<file path="src/rtl/svga_pkg.sv">
// svga_pkg
// Shared definitions for the SVGA pixel pipeline in the Laser310 video path.
// Contents:
//   - SVGA_DECODE_DELAY: pipeline depth, equal to the timing generator's decode lead.
//   - 12-bit 4:4:4 colour constants for the MC6847 palette.
//   - mode_e: per-pixel decode mode (TEXT, SEMI, GRAPH).
//   - Colour-index encoding passed from the S6 decode stage to the palette.
//   - side_t: per-pixel sideband that travels with each pixel down the pipeline.
package svga_pkg;

    localparam int SVGA_DECODE_DELAY = 7;

    localparam logic [11:0] COLOR_BLACK       = 12'h000;
    localparam logic [11:0] COLOR_GREEN       = 12'h0F0;
    localparam logic [11:0] COLOR_YELLOW      = 12'hFF0;
    localparam logic [11:0] COLOR_BLUE        = 12'h00F;
    localparam logic [11:0] COLOR_RED         = 12'hF00;
    localparam logic [11:0] COLOR_BUFF        = 12'hFFF;
    localparam logic [11:0] COLOR_CYAN        = 12'h0FF;
    localparam logic [11:0] COLOR_MAGENTA     = 12'hF0F;
    localparam logic [11:0] COLOR_ORANGE      = 12'hF80;
    localparam logic [11:0] COLOR_DARK_GREEN  = 12'h040;
    localparam logic [11:0] COLOR_DARK_ORANGE = 12'h420;

    typedef enum logic [1:0] {
        TEXT  = 2'd0,
        SEMI  = 2'd1,
        GRAPH = 2'd2
    } mode_e;

    // Colour index layout for SEMI/GRAPH: {set, black, c1, c0}.
    // With black clear, {set, c1, c0} is the MC6847 colour number 0..7
    // (green, yellow, blue, red, buff, cyan, magenta, orange), so the
    // graphics index {css, 1'b0, p} lands directly on the right colour set.
    // In TEXT mode only bit 0 matters: 1 = foreground dot, 0 = background.
    localparam logic [3:0] IDX_BLACK   = 4'b0100;
    localparam logic [3:0] IDX_TEXT_BG = 4'b0000;
    localparam logic [3:0] IDX_TEXT_FG = 4'b0001;

    // Sideband carried from S1 to S5. Character width is folded into
    // col/row/right at S1, so it does not need to travel further.
    typedef struct packed {
        logic       ag;
        logic [2:0] col;
        logic [3:0] row;
        logic       right;
        logic       bottom;
        logic [1:0] gpix;
    } side_t;

    // Map a 3-bit MC6847 colour number to its palette index.
    function automatic logic [3:0] colour_index(input logic [2:0] colour);
        return {colour[2], 1'b0, colour[1:0]};
    endfunction

endpackage

</file>
<file path="src/rtl/svga_palette_6847.sv">
// svga_palette_6847
// Combinational MC6847 palette lookup.
// Ports:
//   css   - colour set select (chooses text FG/BG pair)
//   mode  - decode mode of the pixel (TEXT uses FG/BG, others use colour index)
//   index - 4-bit colour index produced by the decode stage
//   rgb   - 12-bit 4:4:4 colour
module svga_palette_6847
    import svga_pkg::*;
(
    input  logic        css,
    input  mode_e       mode,
    input  logic [3:0]  index,
    output logic [11:0] rgb
);

    always_comb begin
        rgb = COLOR_BLACK;
        if (mode == TEXT) begin
            if (index[0]) begin
                rgb = css ? COLOR_ORANGE : COLOR_GREEN;
            end else begin
                rgb = css ? COLOR_DARK_ORANGE : COLOR_DARK_GREEN;
            end
        end else if (!index[2]) begin
            case ({index[3], index[1:0]})
                3'd0:    rgb = COLOR_GREEN;
                3'd1:    rgb = COLOR_YELLOW;
                3'd2:    rgb = COLOR_BLUE;
                3'd3:    rgb = COLOR_RED;
                3'd4:    rgb = COLOR_BUFF;
                3'd5:    rgb = COLOR_CYAN;
                3'd6:    rgb = COLOR_MAGENTA;
                default: rgb = COLOR_ORANGE;
            endcase
        end
    end

endmodule

</file>
<file path="src/rtl/svga_pixel_pipeline.sv">
// svga_pixel_pipeline
// Seven-stage pixel pipeline that turns timing-generator counters into one
// 12-bit RGB pixel per pixel_clock, emulating MC6847 text, semigraphics-4
// and 128x64 4-colour graphics.
// Ports:
//   pixel_clock, reset_n           - clock (rising edge), async active-low reset
//   ag, css, width_64              - mode, colour set, 64x32 text select
//   h_blank, v_blank, show_border  - pixel-aligned side inputs, used at S7
//   subchar_pixel/line, char_column/line - text counters
//   graph_pixel, graph_line_3x     - graphics counters
//   vram_addr / vram_data          - video RAM, data one clock after address
//   font_addr / font_data          - font ROM, data one clock after address
//   rgb, de                        - registered pixel colour and display enable
module svga_pixel_pipeline
    import svga_pkg::*;
#(
    parameter int VRAM_AW = 11,
    parameter int FONT_AW = 11
) (
    input  logic               pixel_clock,
    input  logic               reset_n,
    input  logic               ag,
    input  logic               css,
    input  logic               width_64,
    input  logic               h_blank,
    input  logic               v_blank,
    input  logic               show_border,
    input  logic [3:0]         subchar_pixel,
    input  logic [4:0]         subchar_line,
    input  logic [6:0]         char_column,
    input  logic [6:0]         char_line,
    input  logic [8:0]         graph_pixel,
    input  logic [9:0]         graph_line_3x,
    output logic [VRAM_AW-1:0] vram_addr,
    input  logic [7:0]         vram_data,
    output logic [FONT_AW-1:0] font_addr,
    input  logic [7:0]         font_data,
    output logic [11:0]        rgb,
    output logic               de
);

    localparam int SIDE_STAGES = SVGA_DECODE_DELAY - 2;

    side_t       side_next;
    logic [10:0] addr_next;
    side_t       side_q [1:SIDE_STAGES];
    logic [7:0]  d_s3;
    logic [7:0]  d_s4;
    logic [7:0]  d_s5;
    logic [1:0]  gfx_pixel;
    logic [3:0]  index_next;
    logic [3:0]  index_s6;
    mode_e       mode_next;
    mode_e       mode_s6;
    logic [11:0] palette_rgb;

    // S1 decode: video RAM address and the in-cell position for this pixel.
    always_comb begin
        side_next      = '0;
        addr_next      = '0;
        side_next.ag   = ag;
        side_next.gpix = graph_pixel[3:2];
        if (width_64) begin
            side_next.col   = subchar_pixel[2:0];
            side_next.row   = subchar_line[3:0];
            side_next.right = subchar_pixel[2];
            addr_next       = {char_line[4:0], char_column[5:0]};
        end else begin
            side_next.col   = subchar_pixel[3:1];
            side_next.row   = subchar_line[4:1];
            side_next.right = subchar_pixel[3];
            addr_next       = {2'b00, char_line[3:0], char_column[4:0]};
        end
        side_next.bottom = (side_next.row >= 4'd6);
        if (ag) begin
            addr_next = {graph_line_3x[8:3], graph_pixel[8:4]};
        end
    end

    // S1..S5 sideband shift and the address/data stages S1, S3, S4, S5.
    // The font ROM's own output register acts as the S5 font latch, so
    // font_data is consumed directly by S6 alongside the forwarded d_s5.
    always_ff @(posedge pixel_clock or negedge reset_n) begin
        if (!reset_n) begin
            for (int i = 1; i <= SIDE_STAGES; i++) begin
                side_q[i] <= '0;
            end
            vram_addr <= '0;
            font_addr <= '0;
            d_s3      <= '0;
            d_s4      <= '0;
            d_s5      <= '0;
        end else begin
            side_q[1] <= side_next;
            for (int i = 2; i <= SIDE_STAGES; i++) begin
                side_q[i] <= side_q[i-1];
            end
            vram_addr <= VRAM_AW'(addr_next);
            d_s3      <= vram_data;
            font_addr <= FONT_AW'({1'b0, d_s3[5:0], side_q[3].row});
            d_s4      <= d_s3;
            d_s5      <= d_s4;
        end
    end

    // S6 decode: pick the pixel's colour index from the VRAM byte and font row.
    always_comb begin
        mode_next  = TEXT;
        index_next = IDX_TEXT_BG;
        gfx_pixel  = 2'b00;
        if (side_q[SIDE_STAGES].ag) begin
            mode_next = GRAPH;
            case (side_q[SIDE_STAGES].gpix)
                2'd0:    gfx_pixel = d_s5[7:6];
                2'd1:    gfx_pixel = d_s5[5:4];
                2'd2:    gfx_pixel = d_s5[3:2];
                default: gfx_pixel = d_s5[1:0];
            endcase
            index_next = {css, 1'b0, gfx_pixel};
        end else if (d_s5[7]) begin
            // Quadrant bits: d3 top-left, d2 top-right, d1 bottom-left, d0 bottom-right.
            mode_next = SEMI;
            if (d_s5[{~side_q[SIDE_STAGES].bottom, ~side_q[SIDE_STAGES].right}]) begin
                index_next = colour_index(d_s5[6:4]);
            end else begin
                index_next = IDX_BLACK;
            end
        end else begin
            // Bit 6 of a text character selects inverse video.
            mode_next = TEXT;
            if (font_data[3'd7 - side_q[SIDE_STAGES].col] ^ d_s5[6]) begin
                index_next = IDX_TEXT_FG;
            end else begin
                index_next = IDX_TEXT_BG;
            end
        end
    end

    always_ff @(posedge pixel_clock or negedge reset_n) begin
        if (!reset_n) begin
            mode_s6  <= TEXT;
            index_s6 <= '0;
        end else begin
            mode_s6  <= mode_next;
            index_s6 <= index_next;
        end
    end

    svga_palette_6847 u_palette (
        .css   (css),
        .mode  (mode_s6),
        .index (index_s6),
        .rgb   (palette_rgb)
    );

    // S7 output select: blanking beats border, border beats picture.
    always_ff @(posedge pixel_clock or negedge reset_n) begin
        if (!reset_n) begin
            rgb <= '0;
            de  <= 1'b0;
        end else begin
            de <= ~(h_blank | v_blank);
            if (h_blank | v_blank) begin
                rgb <= COLOR_BLACK;
            end else if (show_border) begin
                if (mode_s6 == GRAPH) begin
                    rgb <= css ? COLOR_BUFF : COLOR_GREEN;
                end else begin
                    rgb <= COLOR_BLACK;
                end
            end else begin
                rgb <= palette_rgb;
            end
        end
    end

endmodule

</file>
<file path="config.mk">
export PLATFORM = sky130hd
export DESIGN_NAME = svga_pixel_pipeline
export DESIGN_NICKNAME = d
export VERILOG_FILES = /design/src/rtl/svga_pkg.sv /design/src/rtl/svga_palette_6847.sv /design/src/rtl/svga_pixel_pipeline.sv
export SDC_FILE = /design/constraint.sdc
export NUM_CORES = 1
export LEC_CHECK = 0
export ABC_AREA = 1
export BUFFER_PORTS_ARGS = -buffer_cell sky130_fd_sc_hd__buf_2
export CAP_MARGIN = 20
export CELL_PAD_IN_SITES_DETAIL_PLACEMENT = 0
export CELL_PAD_IN_SITES_GLOBAL_PLACEMENT = 1
export CORE_MARGIN = 1
export CORE_UTILIZATION = 40
export CTS_CLUSTER_SIZE = 24
export DETAILED_ROUTE_END_ITERATION = 7
export PLACE_DENSITY_LB_ADDON = 0.08
export SKIP_CTS_REPAIR_TIMING = 1
export SYNTH_ARGS = -nofsm -noshare
export SYNTH_HDL_FRONTEND = slang
export SYNTH_HIERARCHICAL = 1
export SYNTH_SLANG_ARGS = --single-unit
</file>
<file path="constraint.sdc">
create_clock -name pixel_clock -period 1.7 [get_ports pixel_clock]
set_input_delay 0.17 -clock pixel_clock [delete_from_list [all_inputs] [get_ports pixel_clock]]
set_output_delay 0.17 -clock pixel_clock [all_outputs]
set_load 0.005 [all_outputs]
</file>
# ---- After elaboration in Yosys (flattened, before gate mapping)
# Cells that the tools add are included.
dict set report totals {
  output_inout_bits 35
  reg_bits 116
  word_cells 82
  in_bits 66
}
dict set report op_classes {
  reduce_logical 3
  n_bitwise 5
  n_mux 24
  eq_ne 9
  n_lt_le_gt_ge 3
  addsub 1
}
# cell count
set op_table {}
lappend op_table {{two-way mux 12 bit} 8}
lappend op_table {{one-hot mux 12 bit (7 select lines)} 1}
lappend op_table {{two-way mux 11 bit} 3}
lappend op_table {{two-way mux 4 bit} 3}
lappend op_table {{equality test 3 bit, second input constant} 3}
lappend op_table {{two-way mux 8 bit} 1}
lappend op_table {{equality test 3 x 2 -> 1 bit, second input constant} 2}
lappend op_table {{one-hot mux 2 bit (3 select lines)} 1}
lappend op_table {{equality test 2 bit, second input constant} 2}
lappend op_table {{greater-or-equal comparator 4 x 3 -> 1 bit, second input constant} 1}
lappend op_table {{logical NOT 2 bit} 2}
lappend op_table {{less-than comparator 2 x 4 -> 1 bit, second input constant} 1}
lappend op_table {{less-than comparator 3 x 4 -> 1 bit, second input constant} 1}
lappend op_table {{two-way mux 1 bit} 4}
lappend op_table {{binary-select mux 1 bit (select 3 bit)} 1}
lappend op_table {{equality test 3 x 1 -> 1 bit, second input constant} 1}
lappend op_table {{logical NOT 3 bit} 1}
lappend op_table {{NOT 1 bit} 3}
lappend op_table {{subtractor 3 bit, first input constant} 1}
lappend op_table {{binary-select mux 1 bit (select 2 bit)} 1}
lappend op_table {{equality test 2 x 1 -> 1 bit, second input constant} 1}
lappend op_table {{two-way mux 2 bit} 1}
lappend op_table {{bitwise OR 1 bit} 1}
lappend op_table {{bitwise XOR 1 bit} 1}

# ---- Logic depth before layout (Yosys ltp)
# Gate-level depths: netlist (run 1).
dict set report depth {
  depth_word 7
  depth_mapped 10
  mapped_depth_nobuf 10
}

# ---- Modules after synthesis
# The synthesis (run 1) kept the hierarchy.
# mod instances area_per_inst_um2 cells_each seq_area_each_um2
set by_module_without_submodules {}
lappend by_module_without_submodules {svga_pixel_pipeline 1 3359.5 267 2627.5}
lappend by_module_without_submodules {svga_palette_6847 1 200.2 35 0.0}

# ---- Worst setup path after synthesis (run 1)
# No wires, ideal clock.
dict set report synth_path {
  path_type {register -> register}
  start {reg index_s6[0]}
  end {reg rgb[1]}
  required_time_ps 1626
  path_buffers 1
  synth_period_minus_slack_ps 1185
  path_stages_with_launch 7
  setup_time_ps 74
  slack_ps 515
  arrival_ps 1111
  cell_sequence {dfrtp_1 nand2_1 o21ai_0 nor3_1 buf_4 nor2_1 nor2_1}
}
dict set report synth_via {
  elab_chain_len 6
  word_cells_on_any_way 13
  cone_classes {eq/ne (6); mux (6); reduce/logical (1)}
}
# element line_no
set synth_rtl {}
lappend synth_rtl {{from (decl)} svga_pixel_pipeline.sv:52} ;# logic [3:0] index_s6;
lappend synth_rtl {{from (signal assigned)} svga_pixel_pipeline.sv:145} ;# index_s6 <= index_next;
lappend synth_rtl {{equality test 3 bit, or another cell as far along} svga_palette_6847.sv:26} ;# case ({index[3], index[1:0]})
lappend synth_rtl {{one-hot mux 12 bit (7 select lines)} svga_palette_6847.sv:26}
lappend synth_rtl {{two-way mux 12 bit} svga_palette_6847.sv:25} ;# end else if (!index[2]) begin
lappend synth_rtl {{two-way mux 12 bit *} svga_palette_6847.sv:19} ;# if (mode == TEXT) begin
lappend synth_rtl {{via palette_rgb[1]} svga_pixel_pipeline.sv:55} ;# logic [11:0] palette_rgb;
lappend synth_rtl {{two-way mux 12 bit *} svga_pixel_pipeline.sv:165} ;# end else if (show_border) begin
lappend synth_rtl {{two-way mux 12 bit *} svga_pixel_pipeline.sv:163} ;# if (h_blank | v_blank) begin
lappend synth_rtl {{to (signal assigned)} svga_pixel_pipeline.sv:167} ;# rgb <= css ? COLOR_BUFF : COLOR_GREEN;
lappend synth_rtl {{to (signal assigned)} svga_pixel_pipeline.sv:172} ;# rgb <= palette_rgb;
lappend synth_rtl {{to (decl)} svga_pixel_pipeline.sv:38} ;# output logic [11:0] rgb,
# Mark *: on every way through the listed nets, which the timed path passes. The rest lies on a longest branch.

# ---- Worst setup path after layout (run 1)
dict set report layout_path {
  start {reg index_s6[0]}
  end {reg rgb[2]}
}
dict set report layout_via {
  elab_chain_len 6
  word_cells_on_any_way 13
  cone_classes {eq/ne (6); mux (6); reduce/logical (1)}
}
# element line_no
set layout_rtl {}
lappend layout_rtl {{equality test 3 bit, or another cell as far along} svga_palette_6847.sv:26}
lappend layout_rtl {{one-hot mux 12 bit (7 select lines)} svga_palette_6847.sv:26}
lappend layout_rtl {{two-way mux 12 bit} svga_palette_6847.sv:25}
lappend layout_rtl {{two-way mux 12 bit *} svga_palette_6847.sv:19}
lappend layout_rtl {{two-way mux 12 bit *} svga_pixel_pipeline.sv:165}
lappend layout_rtl {{two-way mux 12 bit *} svga_pixel_pipeline.sv:163}
# Mark *: on every way between the ends. The rest lies on a longest branch, timed or not.

==> flow_metrics.env, run 1 <==
export IMPL_relSlewSlack=0.629
export IMPL_max_cap_violations=0
export IMPL_place_port_buffers=90
export IMPL_clk_transition_reported_paths_ps=100
export IMPL_io_pins=101
export IMPL_final_weighted_congestion_of_routability_driven_global_placement=0.799
export IMPL_via_count=2215
export IMPL_ys_async_sr_fraction=1.00
export IMPL_finalHoldViolCount=0
export IMPL_cp_max_fo=8
export IMPL_setup_viol=0
export IMPL_htreeDepth=3
export IMPL_drt_initial_violations=66
export IMPL_critical_path_required_ps=1980
export IMPL_postLayoutSetupSlackWorst_ps=355
export IMPL_die_y_um=96.3
export IMPL_tritoncts_clock_tree="yes"
export IMPL_antenna_cells_inserted=0
export IMPL_syn_inst=302
export IMPL_layout_cells_sized_above_1=0.302
export IMPL_fin_setup_tns_ps=0
export IMPL_area_growth_pct=24.5
export IMPL_finalNetCount=475
export IMPL_r2r_worst_path_cells=5
export IMPL_status="completed"
export IMPL_power_density_cell_area_nw_per_um2=1050
export IMPL_synthesis_nets=371
export IMPL_initial_cell_density_of_the_core=0.410
export IMPL_dp_worst_setup_slack_ps=333
export IMPL_worstPathArrival_ps=1620
export IMPL_synth_enable_flop_cells=0
export IMPL_synth_yosys_seq_area_share=0.738
export IMPL_synth_ff_type="sky130_fd_sc_hd__dfrtp_1"
export IMPL_ctsRootBufferMaster="sky130_fd_sc_hd__clkbuf_8"
export IMPL_overflow=0
export IMPL_period_share=0.791
export IMPL_totalWireLength_um=5800
export IMPL_unique_cell_type_count_in_the_yosys_netlist=24
export IMPL_floorplan_die_width_um=96.3
export IMPL_critPathMaxStageDelay_ps=470
export IMPL_route_antenna_remaining_nets=0
export IMPL_power_ir_vdd_worst_v=0.000389
export IMPL_clock_skew_ps=10.1
export IMPL_min_path_cells=3
export IMPL_synthDominantAreaCellType="sky130_fd_sc_hd__dfrtp_1"
export IMPL_die_area_um2=9280
export IMPL_yosysMostFrequentCell="sky130_fd_sc_hd__dfrtp_1"
export IMPL_cp_end_kind="flip-flop"
export IMPL_numCtsBuffers=9
export IMPL_syn_avg_cell_area_um2=11.8
export IMPL_critical_path_most_common_cell="sky130_fd_sc_hd__nor2_1"
export IMPL_maximum_number_of_pins_on_one_net_before_global_route_repair=40
export IMPL_critical_path_slowest_cell="sky130_fd_sc_hd__dfrtp_1"
export IMPL_antenna_found_initial=0
export IMPL_design_core_area_um2=8680
export IMPL_path_cells="nand2_1 -> o21ai_0 -> nor3_1 -> nor2_1 -> nor2_1"
export IMPL_clk_latency_ps=350
export IMPL_number_of_global_route_vias_before_repair=2057
export IMPL_holdCritPathClass="in -> reg"
export IMPL_synth_top_area_frac=0.738
export IMPL_postSynthRegisterBits=105
export IMPL_grtUsageTotal=0.138
export IMPL_criticalPathCategory="reg -> reg"
export IMPL_place_hpwl_um=4210
export IMPL_crit_path_start_kind="flip-flop"
export IMPL_placementRows=34
export IMPL_drt_wirelength_per_cell_um=11.2
export IMPL_numClockSinks=105
export IMPL_worst_r2r_setup_slack_ps=350
export IMPL_path_depth=5
export IMPL_maxSlewViolCount=0
export IMPL_max_clock_path_buffers=2
export IMPL_drt_first_pass_iters=4
export IMPL_grt_setup_unrepaired="false"
export IMPL_period_needed_ps=1350
export IMPL_synth_cell_area_um2=3560
export IMPL_grt_pass1_wl_um=9360
export IMPL_max_clock_freq_ghz=0.743
export IMPL_worst_slew_pin_slew_ps=552
export IMPL_ys_top_cells_by_area="sky130_fd_sc_hd__dfrtp_1 (74%), sky130_fd_sc_hd__nand2_1 (7.5%), sky130_fd_sc_hd__nor2_1 (3.4%)"
export IMPL_routed_via_density=4.28
export IMPL_synth_common_cells="sky130_fd_sc_hd__dfrtp_1 (105), sky130_fd_sc_hd__nand2_1 (71), sky130_fd_sc_hd__nor2_1 (32), sky130_fd_sc_hd__inv_1 (19), sky130_fd_sc_hd__nand3_1 (14)"
export IMPL_path_buf_inv=0
export IMPL_drc_violations_left=0
export IMPL_p_leak_nw=2.32
export IMPL_cp_top_family="simple AND/OR/NAND/NOR gates"
export IMPL_synth_warnings=6
-- report_power, final --
group	leakage [nW]	switching (W)	internal (W)
sequential	1.26	0.0000662	0.00265
clock	0.0982	0.000811	0.000696
combinational	0.960	0.000231	0.000187
-- area by class of cell --
type                       count  area (µm²)
fill                         834        4250
clock inverter                 6        75.1
sequential                   105        2630
inverter                      27         101
clock buffer                   9         124
tap                          108         135
multi-input combinational    154         723
timing repair buffer         109         646
-- final timing paths --
check	start	to
max in group asynchronous	reset_n	rgb[2]
max	index_s6[0]	rgb[2]
min in group asynchronous	reset_n	side_q[8]
min	char_column[2]	vram_addr[2]
max reg2reg	index_s6[0]	rgb[2]
min reg2reg	d_s3[1]	d_s4[1]
-- through the flow --
step                      power, W  instances   util  area (µm²)  hold WS [ps]
after floorplan            0.00297        302      -        3560          -126
after global placement     0.00317        488  0.470        4080           174
after detailed placement   0.00318        488  0.470        4080           175
after CTS                  0.00469        503  0.493        4280          -222
after global routing       0.00491        518  0.511        4430          4.99
final                      0.00465        518  0.511        4430          7.57
-- cell families (layout without fill, tap and decap cells) --
family	after synthesis	count (layout)	share of synthesized area
flip-flops	105	105	0.738
AND/OR/NAND/NOR	125	125	0.148
other	1	1	0.00105
AO/OA/AOI/OAI	25	25	0.0439
adder cells (fa/ha/maj)	3	3	0.0105
buffers and inverters	43	151	0.0587
-- metal layers --
metal  part of all wire  wire (µm)  vias to the layer above  GRT usage
li1                   -          -                     1129          -
met1               0.45       2600                     1002      0.169
met2               0.46       2680                       75      0.211
met3              0.071        413                        9     0.0624
met4              0.018        105                        0     0.0588
met5                  0          0                        -          0
-- flip-flops by register name (all words and copies together), names as in the netlist, 2 cells and up --
signal,flops
rgb,12
font_addr,4
side_q,47
d_s3,8
d_s4,8
mode_s6,2
vram_addr,11
d_s5,8
index_s6,4
-- worst min-delay path: cells and delay by family --
family / cells / cell delay, ps
buf+inv: 1 / 80
simple gates: 2 / 90
-- layout by cell type, fill, tap and decap left out, drive strengths merged --
| master | Yosys | final |
|---|---|---|
| inv | 27 | 30 |
| conb | 1 | 1 |
| o31ai | 1 | 1 |
| nor3 | 2 | 2 |
| ha | 3 | 3 |
| o211ai | 2 | 2 |
| buf | 14 | 94 |
| a32oi | 1 | 1 |
| nor2 | 34 | 34 |
| clkinv | 0 | 1 |
| nand2 | 71 | 71 |
| or2 | 1 | 1 |
| dlygate4sd3 | 0 | 15 |
| clkbuf | 2 | 9 |
| o21ai | 9 | 9 |
| o221ai | 1 | 1 |
| bufinv | 0 | 1 |
| a21oi | 10 | 10 |
| dfrtp | 105 | 105 |
| clkinvlp | 0 | 1 |
| nand3 | 17 | 17 |
| o311ai | 1 | 1 |
Power figures use the tool's default switching activity.
==> inputs of run 2 (changes only) <==
ABC_AREA = 0   (was 1)
CORE_UTILIZATION = 37   (was 40)
clock period = 1.2 ns   (was 1.7 ns; I/O delays follow)
==> run 2 against run 1 <==
- the run now ends with setup timing left
- total power rose by 44%
- first-iteration DRC count fell by 36%
- largest power group unchanged
- die area rose by 5.5%
- count of clock-buffer cells in the layout did not move
==> flow_metrics.env, run 2 <==
export IMPL_max_clock_path_buffers=2
export IMPL_maxSlewViolCount=0
export IMPL_layout_cells_sized_above_1=0.426
export IMPL_worstPathArrival_ps=1720
export IMPL_period_share=1.22
export IMPL_synth_common_cells="sky130_fd_sc_hd__dfrtp_1 (105), sky130_fd_sc_hd__buf_4 (12), sky130_fd_sc_hd__mux2_2 (12), sky130_fd_sc_hd__nand2_1 (12), sky130_fd_sc_hd__o21a_1 (12)"
export IMPL_synthDominantAreaCellType="sky130_fd_sc_hd__dfrtp_1"
export IMPL_syn_inst=213
export IMPL_yosysMostFrequentCell="sky130_fd_sc_hd__dfrtp_1"
export IMPL_synth_ff_type="sky130_fd_sc_hd__dfrtp_1"
export IMPL_numCtsBuffers=9
export IMPL_design_core_area_um2=9150
export IMPL_finalHoldViolCount=0
export IMPL_tritoncts_clock_tree="yes"
export IMPL_place_port_buffers=90
export IMPL_via_count=2043
export IMPL_floorplan_die_width_um=98.9
export IMPL_detailed_place_area_um2=4100
export IMPL_fin_setup_tns_ps=-1100
export IMPL_holdCritPathClass="in -> reg"
export IMPL_unique_cell_type_count_in_the_yosys_netlist=32
export IMPL_drt_initial_violations=42
export IMPL_routed_via_density=4.41
export IMPL_maximum_number_of_pins_on_one_net_before_global_route_repair=48
export IMPL_drc_violations_left=0
export IMPL_antenna_found_initial=0
export IMPL_postLayoutSetupSlackWorst_ps=-259
export IMPL_htreeDepth=3
export IMPL_synth_enable_flop_cells=0
export IMPL_seq_area_um2=2630
export IMPL_area_taken_by_multi_input_logic_gates_um2=779
export IMPL_postSynthRegisterBits=105
export IMPL_grt_pass1_wl_um=9290
export IMPL_place_hpwl_um=4090
export IMPL_cp_max_fo=2
export IMPL_largest_register_ffs=47
export IMPL_die_area_um2=9790
export IMPL_drt_first_pass_iters=4
export IMPL_area_growth_pct=35.3
export IMPL_synthesis_nets=282
export IMPL_totalWireLength_um=5890
export IMPL_clk_transition_reported_paths_ps=90
export IMPL_synth_top_area_frac=0.756
export IMPL_clock_skew_ps=4.50
export IMPL_initial_cell_density_of_the_core=0.380
export IMPL_drt_wirelength_per_cell_um=12.7
export IMPL_antenna_cells_inserted=0
export IMPL_ys_top_cells_by_area="sky130_fd_sc_hd__dfrtp_1 (76%), sky130_fd_sc_hd__mux2_2 (3.9%), sky130_fd_sc_hd__buf_4 (2.6%)"
export IMPL_power_density_cell_area_nw_per_um2=1420
export IMPL_placementRows=35
export IMPL_max_cap_violations=0
export IMPL_crit_path_start_kind="flip-flop"
export IMPL_synth_cell_area_um2=3480
export IMPL_mostFrequentLayoutCells="sky130_fd_sc_hd__dfrtp_1 (105), sky130_fd_sc_hd__buf_2 (89), sky130_fd_sc_hd__dlygate4sd3_1 (34)"
export IMPL_grt_setup_unrepaired="true"
export IMPL_cp_end_kind="flip-flop"
export IMPL_top_register="side_q"
export IMPL_criticalPathCategory="reg -> reg"
export IMPL_top_regs="side_q x47, rgb x12, vram_addr x11"
export IMPL_die_y_um=98.9
export IMPL_failed_checks="setup timing"
export IMPL_p_leak_nw=2.30
export IMPL_setup_viol=15
export IMPL_num_fill_cells=781
export IMPL_grtUsageTotal=0.128
export IMPL_clk_latency_ps=350
export IMPL_period_needed_ps=1460
export IMPL_overflow=0
export IMPL_final_common_cell="sky130_fd_sc_hd__dfrtp_1"
export IMPL_ys_async_sr_fraction=1.00
export IMPL_synth_warnings=6
export IMPL_finalNetCount=416
export IMPL_max_clock_freq_ghz=0.685
export IMPL_ctsRootBufferMaster="sky130_fd_sc_hd__clkbuf_8"
export IMPL_route_antenna_remaining_nets=0
export IMPL_number_of_global_route_vias_before_repair=2013
export IMPL_finish_instance_area_um2=4700
export IMPL_numClockSinks=105
export IMPL_status="complete, but fails checks"
export IMPL_final_weighted_congestion_of_routability_driven_global_placement=0.724
export IMPL_critical_path_required_ps=1460
export IMPL_synth_yosys_seq_area_share=0.756
export IMPL_io_pins=101
export IMPL_syn_avg_cell_area_um2=16.3
export IMPL_power_ir_vdd_worst_v=0.000622
## run 2: cell count changes after synthesis, moves of 7 or more
cell | before | now
sky130_fd_sc_hd__o21a_1 | 0 | 12
sky130_fd_sc_hd__o21ai_0 | 4 | 11
sky130_fd_sc_hd__mux2_2 | 0 | 12
sky130_fd_sc_hd__mux2i_1 | 0 | 7
sky130_fd_sc_hd__a21oi_1 | 10 | 1
sky130_fd_sc_hd__nand3_1 | 14 | 0
sky130_fd_sc_hd__nand2_1 | 71 | 12
sky130_fd_sc_hd__inv_1 | 19 | 5
sky130_fd_sc_hd__nor2_1 | 32 | 2
sky130_fd_sc_hd__inv_2 | 8 | 0
## run 2: power by group
group	total [W]	internal (W)	switching, W
combinational	0.000698	0.000399	0.000300
clock	0.00215	0.000990	0.00116
sequential	0.00385	0.00376	0.0000938
## run 2: worst paths after layout
kind	endpoint	depth (start not counted)	startpoint	slack (ps)
max	index_s6[0]	4	side_q[8]	-260
min	side_q[57]	2	subchar_pixel[2]	10
max reg2reg	index_s6[0]	4	side_q[8]	-260
min reg2reg	side_q[26]	0	side_q[38]	350
max in group asynchronous	side_q[34]	3	reset_n	490
min in group asynchronous	rgb[2]	2	reset_n	180
## run 2: worst max-delay path, stage by stage, from the launching register on
cell,delay (ps)
sky130_fd_sc_hd__dfrtp_1,400
sky130_fd_sc_hd__mux4_2,520
sky130_fd_sc_hd__mux2i_2,180
sky130_fd_sc_hd__xor2_1,90
sky130_fd_sc_hd__o31ai_1,190
## run 2: cells by family after synthesis
family / synth area share
buffers and inverters: 0.0360
and+or+nand+nor: 0.0367
AOI/OAI and AO/OA: 0.0695
adders and majority gates: 0.0108
muxes: 0.0878
other: 0.00108
xor gates and xnor gates: 0.00252
DFF: 0.756
## run 2: final cells by class
type | count | share of cell area
Inverter | 5 | 0.00399
Sequential cell | 105 | 0.559
Clock buffer | 9 | 0.0263
Clock inverter | 7 | 0.0165
Multi-Input combinational cell | 87 | 0.166
Tap cell | 111 | 0.0295
Timing Repair Buffer | 139 | 0.199
## run 2: stage by stage
step / total power, W / instances / util / hold WS, ps / setup WS [ps]
after floorplan: 0.00420 / 213 / - / -176 / -172
after global placement: 0.00450 / 413 / 0.448 / 17.4 / -240
after detailed placement: 0.00452 / 413 / 0.448 / 23.9 / -268
after CTS: 0.00671 / 429 / 0.470 / -375 / -284
after global routing: 0.00709 / 463 / 0.514 / 0.814 / -335
final: 0.00670 / 463 / 0.514 / 12.0 / -259
## run 2: routing by layer
metal,share of wire,wire (µm),global-route usage
met1,0.42,2450,0.154
met2,0.50,2940,0.203
met3,0.064,374,0.0433
met4,0.019,114,0.0723
met5,0,0,0
==> inputs of run 3 (changes only) <==
CORE_UTILIZATION = 39   (was 37)
CTS_BUF_LIST = sky130_fd_sc_hd__clkbuf_2 sky130_fd_sc_hd__clkbuf_4 sky130_fd_sc_hd__clkbuf_8   (was not set)
MAX_ROUTING_LAYER = met4   (was not set)
==> run 3 against run 2 <==
- the run still ends with setup timing left
- clock skew increased by 9.0 ps
- setup slack worse by 33 ps
- core utilization grew 3.3 points
- maximum frequency decreased by 2.2%
- sequential share of layout area down 0.53 points
- global-route usage up 0.68 points
- non-clock buffer count rose by 8
- final cell count up 1.1%
- wire length is 2.3% higher
- first-iteration DRC count grew 7.1%
- flip-flop and latch count is the same
- via count is 1.1% higher
- critical path type unchanged
- highest routed layer unchanged
==> flow_metrics.env, run 3 (synthesis results as in run 2) <==
export IMPL_min_delay_worst_endpoint="vram_addr[5]"
export IMPL_clk_latency_ps=360
export IMPL_critical_path_required_ps=1460
export IMPL_die_area_um2=9300
export IMPL_period_needed_ps=1490
export IMPL_antenna_found_initial=0
export IMPL_detailed_place_area_um2=4110
export IMPL_cp_max_fo=2
export IMPL_via_count=2066
export IMPL_drt_first_pass_iters=4
export IMPL_status="complete, but fails checks"
export IMPL_antenna_cells_inserted=0
export IMPL_grt_pass1_wl_um=8850
export IMPL_crit_reg2reg_capture="index_s6[0]"
export IMPL_criticalPathCategory="reg -> reg"
export IMPL_number_of_global_route_vias_before_repair=1926
export IMPL_power_ir_vdd_worst_v=0.000647
export IMPL_area_growth_pct=36.6
export IMPL_worstHoldStart="char_column[5]"
export IMPL_max_clock_path_buffers=2
export IMPL_io_pins=101
export IMPL_maximum_number_of_pins_on_one_net_before_global_route_repair=33
export IMPL_final_weighted_congestion_of_routability_driven_global_placement=0.720
export IMPL_cp_end_kind="flip-flop"
export IMPL_placementRows=34
export IMPL_numClockSinks=105
export IMPL_drt_wirelength_per_cell_um=12.9
export IMPL_crit_path_start_kind="flip-flop"
export IMPL_grtUsageTotal=0.135
export IMPL_design_core_area_um2=8680
export IMPL_place_hpwl_um=4010
export IMPL_final_common_cell="sky130_fd_sc_hd__dfrtp_1"
export IMPL_numCtsBuffers=9
export IMPL_largest_register_ffs=47
export IMPL_failed_checks="setup timing"
export IMPL_holdCritPathClass="in -> reg"
export IMPL_clk_transition_reported_paths_ps=110
export IMPL_top_regs="side_q x47, rgb x12, vram_addr x11"
export IMPL_initial_cell_density_of_the_core=0.401
export IMPL_crit_reg2reg_launch="side_q[8]"
export IMPL_place_port_buffers=90
export IMPL_max_cap_violations=0
export IMPL_totalWireLength_um=6020
export IMPL_setup_viol=13
export IMPL_worstPathArrival_ps=1750
export IMPL_worst_r2r_setup_slack_ps=-290
export IMPL_finish_instance_area_um2=4750
export IMPL_r2r_worst_path_cells=4
export IMPL_postLayoutSetupSlackWorst_ps=-292
export IMPL_htreeDepth=3
export IMPL_tritoncts_clock_tree="yes"
export IMPL_ctsRootBufferMaster="sky130_fd_sc_hd__clkbuf_8"
export IMPL_min_path_cells=3
export IMPL_num_fill_cells=755
export IMPL_layoutNonFillerInstCount=468
export IMPL_finalNetCount=424
export IMPL_finalHoldViolCount=0
export IMPL_max_clock_freq_ghz=0.670
export IMPL_layout_cells_sized_above_1=0.425
export IMPL_mostFrequentLayoutCells="sky130_fd_sc_hd__dfrtp_1 (105), sky130_fd_sc_hd__buf_2 (89), sky130_fd_sc_hd__dlygate4sd3_1 (39)"
export IMPL_maxSlewViolCount=0
export IMPL_top_register="side_q"
export IMPL_period_share=1.24
export IMPL_route_antenna_remaining_nets=0
export IMPL_grt_setup_unrepaired="true"
export IMPL_clock_skew_ps=13.5
export IMPL_floorplan_die_width_um=96.4
export IMPL_routed_via_density=4.41
export IMPL_drc_violations_left=0
export IMPL_dp_cells=412
export IMPL_power_density_cell_area_nw_per_um2=1410
export IMPL_overflow=0
export IMPL_die_y_um=96.4
export IMPL_p_leak_nw=2.33
export IMPL_drt_initial_violations=45
[run 3: how the worst max path moves through the flow]
stage | slack (ps) | startpoint | depth (start not counted) | to
floorplan | -170 | side_q[10] | 4 | index_s6[0]
global placement | -270 | side_q[8] | 4 | index_s6[0]
detailed placement | -320 | side_q[8] | 4 | index_s6[0]
CTS | -350 | side_q[8] | 4 | index_s6[0]
global route | -410 | side_q[8] | 4 | index_s6[0]
finish | -290 | side_q[8] | 4 | index_s6[0]
[run 3: final cells by class]
cell class	count	area (µm²)	area share
Clock buffer	9	124	0.0261
Clock inverter	7	76.3	0.0161
Inverter	5	18.8	0.00395
Multi-Input combinational cell	87	764	0.161
Sequential cell	105	2630	0.553
Tap cell	108	135	0.0285
Timing Repair Buffer	147	1000	0.211
[run 3: critical path, stage by stage (launching register included)]
cell and delay [ps]:
sky130_fd_sc_hd__dfrtp_1 400, sky130_fd_sc_hd__mux4_2 520, sky130_fd_sc_hd__mux2i_2 190, sky130_fd_sc_hd__xor2_1 90
sky130_fd_sc_hd__o31ai_1 190
[run 3: routing by layer]
metal	wire length [µm]	share of wire	global-route usage	up-vias
met3	238	0.040	0.0501	7
met5	0	0	-	-
li1	-	-	-	989
met2	3330	0.55	0.218	51
met1	2380	0.40	0.154	1019
met4	74	0.012	0.0515	0
[run 3: metrics by stage]
step / total power (W) / setup TNS, ps / worst slack, ps / util / hold WS [ps]
finish: 0.00668 / -915 / -292 / 0.547 / 58.2
global route: 0.00705 / -1840 / -414 / 0.547 / 53.5
CTS: 0.00668 / -1050 / -350 / 0.497 / -344
detailed placement: 0.00451 / -831 / -323 / 0.474 / 74.3
global placement: 0.00450 / -634 / -272 / 0.474 / 73.0
floorplan: 0.00420 / -366 / -172 / - / -176
[run 3: power breakdown]
group / leakage, nW / switching (W) / internal [W] / total [W]
Clock: 0.103 / 0.00129 / 0.000830 / 0.00212
Combinational: 0.976 / 0.000296 / 0.000404 / 0.000700
Sequential: 1.25 / 0.0000914 / 0.00376 / 0.00385
